[src/rtl/replay_buffer_mux.sv]
// Transmit side of the column time-multiplexer: captures one gamma cycle of two-network spikes
// per lane into a ping-pong bank, then replays it downsampled x2 on one wire per lane.
module replay_buffer_mux #(
  parameter int unsigned Q                  = 2,
  parameter int unsigned GAMMA_CYCLE_LENGTH = 18
) (
  input  logic                 clk,
  input  logic                 rst,
  input  logic                 i_en,
  input  logic                 i_gamma_start,
  input  logic [Q-1:0][1:0]    i_in_spikes,
  output logic [Q-1:0]         o_mux_out,
  output logic                 o_net_sel,
  output logic                 o_frame_valid,
  output logic                 o_sync_err
);

  localparam int unsigned G  = GAMMA_CYCLE_LENGTH;
  localparam int unsigned H  = G / 2;
  localparam int unsigned CW = $clog2(G);

  if ((GAMMA_CYCLE_LENGTH % 2) != 0 || GAMMA_CYCLE_LENGTH < 4) begin : g_bad_len
    $error("replay_buffer_mux: GAMMA_CYCLE_LENGTH must be even and >= 4");
  end

  typedef enum logic [1:0] {StIdle, StFill, StStream} state_t;

  state_t          r_state;
  state_t          w_state_d;
  logic [CW-1:0]   r_cnt;
  logic            r_wr_bank;
  logic [G-1:0]    r_bank [2][Q][2];

  logic            w_active;
  logic            w_last;
  logic            w_wrap;
  logic [CW-1:0]   w_phase;
  logic            w_wb;
  logic            w_rb;
  logic            w_net;
  logic [CW-1:0]   w_idx;
  logic [CW-1:0]   w_base;
  logic [CW-1:0]   w_base1;
  logic [Q-1:0]    w_mux;

  always_comb begin
    // The start pulse seen in IDLE is itself phase 0 of the first captured cycle.
    w_active = i_en && ((r_state != StIdle) || i_gamma_start);
    w_last   = (r_cnt == CW'(G - 1));
    w_wrap   = w_active && (i_gamma_start || w_last);
    w_phase  = (i_gamma_start || w_last) ? '0 : r_cnt + CW'(1);
    w_wb     = w_wrap ? ~r_wr_bank : r_wr_bank;
    w_rb     = ~w_wb;

    w_state_d = r_state;
    if (!i_en) begin
      w_state_d = StIdle;
    end else begin
      case (r_state)
        StIdle:   if (i_gamma_start) w_state_d = StFill;
        StFill:   if (w_wrap)        w_state_d = StStream;
        StStream: w_state_d = StStream;
        default:  w_state_d = StIdle;
      endcase
    end

    w_net   = (w_phase >= CW'(H));
    w_idx   = w_net ? (w_phase - CW'(H)) : w_phase;
    w_base  = w_idx << 1;
    w_base1 = w_base + CW'(1);
    w_mux   = '0;
    for (int q = 0; q < Q; q++) begin
      w_mux[q] = r_bank[w_rb][q][w_net][w_base] | r_bank[w_rb][q][w_net][w_base1];
    end
  end

  always_ff @(posedge clk) begin
    if (rst) begin
      r_state       <= StIdle;
      r_cnt         <= '0;
      r_wr_bank     <= 1'b0;
      o_mux_out     <= '0;
      o_net_sel     <= 1'b0;
      o_frame_valid <= 1'b0;
      o_sync_err    <= 1'b0;
      for (int b = 0; b < 2; b++)
        for (int q = 0; q < Q; q++)
          for (int n = 0; n < 2; n++)
            r_bank[b][q][n] <= '0;
    end else begin
      r_state <= w_state_d;

      if (!i_en) begin
        r_cnt     <= '0;
        r_wr_bank <= 1'b0;
        for (int b = 0; b < 2; b++)
          for (int q = 0; q < Q; q++)
            for (int n = 0; n < 2; n++)
              r_bank[b][q][n] <= '0;
      end else if (w_active) begin
        r_cnt <= w_phase;
        if (w_wrap) r_wr_bank <= ~r_wr_bank;
        for (int q = 0; q < Q; q++) begin
          for (int n = 0; n < 2; n++) begin
            // Clearing on wrap keeps a truncated cycle from replaying stale tail bits.
            if (w_wrap) r_bank[w_wb][q][n] <= {{(G-1){1'b0}}, i_in_spikes[q][n]};
            else        r_bank[w_wb][q][n][w_phase] <= i_in_spikes[q][n];
          end
        end
        if (r_state != StIdle && (i_gamma_start ? !w_last : w_last)) o_sync_err <= 1'b1;
      end

      if (w_state_d == StStream) begin
        o_mux_out     <= w_mux;
        o_net_sel     <= w_net;
        o_frame_valid <= 1'b1;
      end else begin
        o_mux_out     <= '0;
        o_net_sel     <= 1'b0;
        o_frame_valid <= 1'b0;
      end
    end
  end

endmodule
[config.mk]
export PLATFORM = sky130hd
export DESIGN_NAME = replay_buffer_mux
export DESIGN_NICKNAME = d
export VERILOG_FILES = /design/src/rtl/replay_buffer_mux.sv
export SDC_FILE = /design/constraint.sdc
export NUM_CORES = 1
export LEC_CHECK = 0
export CORE_ASPECT_RATIO = 0.9
export CORE_MARGIN = 2
export CORE_UTILIZATION = 41
export CTS_BUF_LIST = sky130_fd_sc_hd__clkbuf_16
export CTS_CLUSTER_DIAMETER = 200
export CTS_CLUSTER_SIZE = 40
export DETAILED_ROUTE_END_ITERATION = 10
export HOLD_SLACK_MARGIN = 0.1
export SLEW_MARGIN = 20
export SYNTH_ARGS = -nofsm -noshare
export SYNTH_HDL_FRONTEND = slang
export SYNTH_SLANG_ARGS = --single-unit
[constraint.sdc]
create_clock -name clk -period 7.25 [get_ports clk]
set_input_delay 1.45 -clock clk [delete_from_list [all_inputs] [get_ports clk]]
set_output_delay 1.45 -clock clk [all_outputs]
set_load 0.05 [all_outputs]
==> metrics.md <==
| Metric | Value |
|---|---|
| CP startpoint kind | `primary input` |
| DR top layer | `met4` |
| End point of the critical path | `r_bank[1][10]$_SDFFCE_PN0P_` |
| Mux share of post-synthesis cell area | `2.63%` |
| Tot Pwr | `about 2.2 mW` |
| Commonest cells after routing, fill and taps aside | `nor2_1 (164), edfxtp_1 (144), o21ai_0 (63)` |
| Number of enable flip-flop cells after synthesis | `approximately 140` |
| Crit path depth | `12` |
| Simple-gate area share of the yosys netlist | `approximately a fifth` |
| F_max | `between 150 and 200 MHz` |
| Placed cells | `around 950` |
| Comb pwr share | `about 7.0%` |
| Vias in the first global route | `approximately 5800` |
| Max-Cap Viols | `0` |
| Async SR Flop Fraction | `0%` |
| Xor and xnor area share after synthesis | `less than 1%` |
| CTS Root Buffer Type | `clkbuf_16` |
| Avg WL per Cell | `approximately 22 microns` |
| Crit. End Element | `flip-flop` |
| Part of the power in registers | `47.7%` |
| First-pass GRT wire length | `between 30 and 40 mm` |
| Max incr delay on CP | `~0.69 ns` |
| Worst path bufs/invs | `4` |
| I/O Buffers | `12` |
| Final critical-path share of the clock period | `roughly 78%` |
| Wirelength, routed | `roughly 21 mm` |
| Setup TNS | `0 ns` |
| CTS H-Tree Depth | `4` |
| Met3 wire length | `about 1.7 mm` |
| Compound-Gate Fraction of Synth Area | `roughly an eighth` |
| P per Cell Area | `around 250 nW/um^2` |
| Net Sw Frac | `22.9%` |
| Min-Delay Path Class | `reg2reg` |
| CP required | `7.33 ns` |
| Clk slew on worst S/H paths | `approximately 0.06 ns` |
| Worst setup path start | `i_gamma_start` |
| Via/cell ratio | `just under 6` |
| Crit-path cells | `clkdlybuf4s50_1, inv_1, ha_1, inv_1, nor2_1, inv_1, ha_1, o32ai_1, a222oi_1, or4_1, and3_1, o21ai_0` |
| Residual DRC | `0` |
| Outcome | `completed` |
| Die area | `19900 sq um` |
| RSZ-0062 raised after global routing | `no` |
| Metal1 wirelength | `around 9.5 mm` |
| Worst-Margin Slew | `1.04 ns` |
| Finished Layout Cells | `979` |
| Syn_area_per_cell | `slightly above 10 sq um` |
| Post-CTS setup buffer count | `0` |
| Syn Inst Count | `roughly 740` |
| Worst path top cell family by delay | `simple AND/OR/NAND/NOR gates` |
| Initial antenna violation count | `0` |
| Fraction of layout cells with a size suffix above 1 | `between 10 and 15%` |
| Largest family of logic cells by synthesized area | `simple AND/OR/NAND/NOR gates` |
| CP Max Fanout | `23` |
| Num rows | `47` |
| Mapped cell area | `just under 8000 sq um` |
| R2r endpoint | `r_bank[1][10]$_SDFFCE_PN0P_` |
| Max VDD drop | `approximately 0.15 mV` |
| Total Routing Usage GR | `22.2%` |
| Hold Buf Count CTS | `0` |
| Worst R2R Setup Slack | `around 2.5 ns` |
| Post-Synth Adder-Cell Area | `between 1 and 1.5%` |
| Die Height | `between 100 and 150 microns` |
| Slew margin rel. | `a little under a third` |
| Critical path class | `in2reg` |
| Leak Pwr | `roughly 2.9 nW` |
| Crit path max-delay cell type | `ha_1` |
| CTS buffer count | `17` |
| Post-DRT Antenna Nets | `0` |
| Synth warn | `0` |
| Antenna cells | `0` |
| Worst-skew pair later-pin latency | `0.43 ns` |
| Main flop type after synthesis | `edfxtp_1` |
| Post-CTS resize count | `0` |
| CTS tree | `yes` |
| Ports | `13` |
| Starting density of the core | `a little over two fifths` |
| Crit path arrival time | `5.70 ns` |
| Vias | `between 5000 and 6000` |
| Clock group share of total power | `a little under half` |
| CP most frequent cell | `inv_1` |
| Sink Count | `between 150 and 200` |
| Register bit total from synthesis | `157` |
| Internal power | `around 1.7 mW` |
| Met2 wire len | `between 9 and 10 mm` |
| Commonest non-fill, non-tap cell in the layout | `nor2_1` |
| Layout net count | `737` |
| Number of filler cells placed in the layout | `1710` |
| P&R area growth vs syn | `11.4%` |
| DIE WIDTH | `between 100 and 150 microns` |
| Setup skew after layout | `approximately 0.008 ns` |
| Worst reg-to-reg path cell count | `12` |
| Sequential cell area fraction in the yosys report | `between 50% and 60%` |
| Reg-to-Reg Start | `r_cnt[4]$_SDFFE_PP0N_` |
| Detailed Routing Iterations Pass 1 | `5` |
| GP Congestion | `~0.86` |
| 1st-iter DRT viols | `680` |
| Final setup violation count | `0` |
| HPWL after DPL | `around 14 mm` |
| Grt ovf | `0` |
| Mapped Nets | `between 700 and 800` |
| Core area | `18400 sq um` |
| Period minus WS final | `around 5.6 ns` |
| Distinct cells, synth | `58` |
| Hold Fails Final Rpt | `0` |
| Clock Tree Buf Depth | `2` |
| Largest net degree at the start of global routing | `slightly below 60` |
| Switching pwr | `499 uW` |
| Pins Over Slew Limit | `0` |
[worst min path at each step]
stage	slack, ns	from	endpoint	cells past startpoint
final	0.45	o_sync_err$_SDFFE_PP0P_	o_sync_err$_SDFFE_PP0P_	2
after global routing	0.48	o_sync_err$_SDFFE_PP0P_	o_sync_err$_SDFFE_PP0P_	2
after floorplan	0.48	r_cnt[1]$_SDFFE_PP0N_	r_cnt[1]$_SDFFE_PP0N_	2
after global placement	0.44	o_sync_err$_SDFFE_PP0P_	o_sync_err$_SDFFE_PP0P_	2
after CTS	0.46	o_sync_err$_SDFFE_PP0P_	o_sync_err$_SDFFE_PP0P_	2
after detailed placement	0.45	o_sync_err$_SDFFE_PP0P_	o_sync_err$_SDFFE_PP0P_	2
[synth_stat cells, types with 3 or more instances]
master,instances,area share (%)
a211oi_1,6,0.58
a21oi_1,26,1.7
a221oi_1,3,0.34
a311oi_1,3,0.34
and2_1,7,0.57
and3_1,5,0.41
buf_1,7,0.34
buf_2,16,1.0
clkbuf_1,34,1.7
clkbuf_2,3,0.19
dfxtp_1,13,3.4
edfxtp_1,144,56
ha_1,8,1.3
inv_1,12,0.58
mux2i_1,12,1.6
nand2_1,32,1.6
nand2b_1,3,0.24
nand3_1,18,1.2
nand3b_1,4,0.39
nand4_1,4,0.32
nor2_1,164,8.0
nor2b_1,16,1.3
nor3_1,43,2.8
nor4_1,3,0.24
o21ai_0,63,4.1
o311ai_0,18,2.0
o31ai_1,3,0.29
or2_2,23,1.9
or3_1,13,1.1
[state kept, by name (all words and copies together), names as in the netlist]
| register | cells |
|---|---|
| r_cnt | 5 |
| o_net_sel | 1 |
| o_mux_out | 2 |
| r_wr_bank | 1 |
| o_sync_err | 1 |
| r_state | 2 |
| r_bank | 144 |
| o_frame_valid | 1 |
[power by group through the flow]
stage	combinational [mW]	clock (mW)	sequential, mW
detailed placement	0.152	0	1.06
finish	0.154	0.988	1.04
global route	0.165	1.03	1.04
CTS	0.152	0.995	1.04
global placement	0.147	0	1.06
floorplan	0.0983	0	1.05
[layer usage]
metal | global-route usage [%] | up-vias
met4 | 7.25 | 0
met2 | 34.9 | 267
met3 | 4.52 | 32
met5 | 0 | -
met1 | 31.1 | 2903
li1 | - | 2637
[cell families after synthesis]
kind of cell | Yosys count
XOR/XNOR | 3
adder cells (fa/ha/maj) | 8
buffers and inverters | 76
flip-flops | 157
AND/OR/NAND/NOR | 339
AO/OA/AOI/OAI | 144
multiplexers | 17
[stage by stage]
step / utilization [%] / hold slack, ns / worst slack [ns] / area [sq um]
floorplan: - / 0.477 / 2.87 / 7710
global placement: 43.2 / 0.437 / 1.44 / 7950
finish: 46.7 / 0.448 / 1.62 / 8590
CTS: 46.7 / 0.456 / 1.73 / 8590
global route: 46.7 / 0.476 / 1.18 / 8590
detailed placement: 43.2 / 0.447 / 1.29 / 7950
[layout make-up]
class	count	area [sq um]	area share (%)
Multi-Input combinational cell	511	2820	32.8
Sequential cell	157	4580	53.4
Timing Repair Buffer	21	188	2.18
Clock buffer	17	425	4.95
Inverter	13	48.8	0.568
Tap cell	245	307	3.57
Clock inverter	15	219	2.55
[worst min-delay path: cells and delay by family (launching register included)]
family | cells | cell delay [ns]
compound gates | 1 | 0.05
buf+inv | 1 | 0.05
flops | 1 | 0.31
Power figures use the tool's default switching activity.
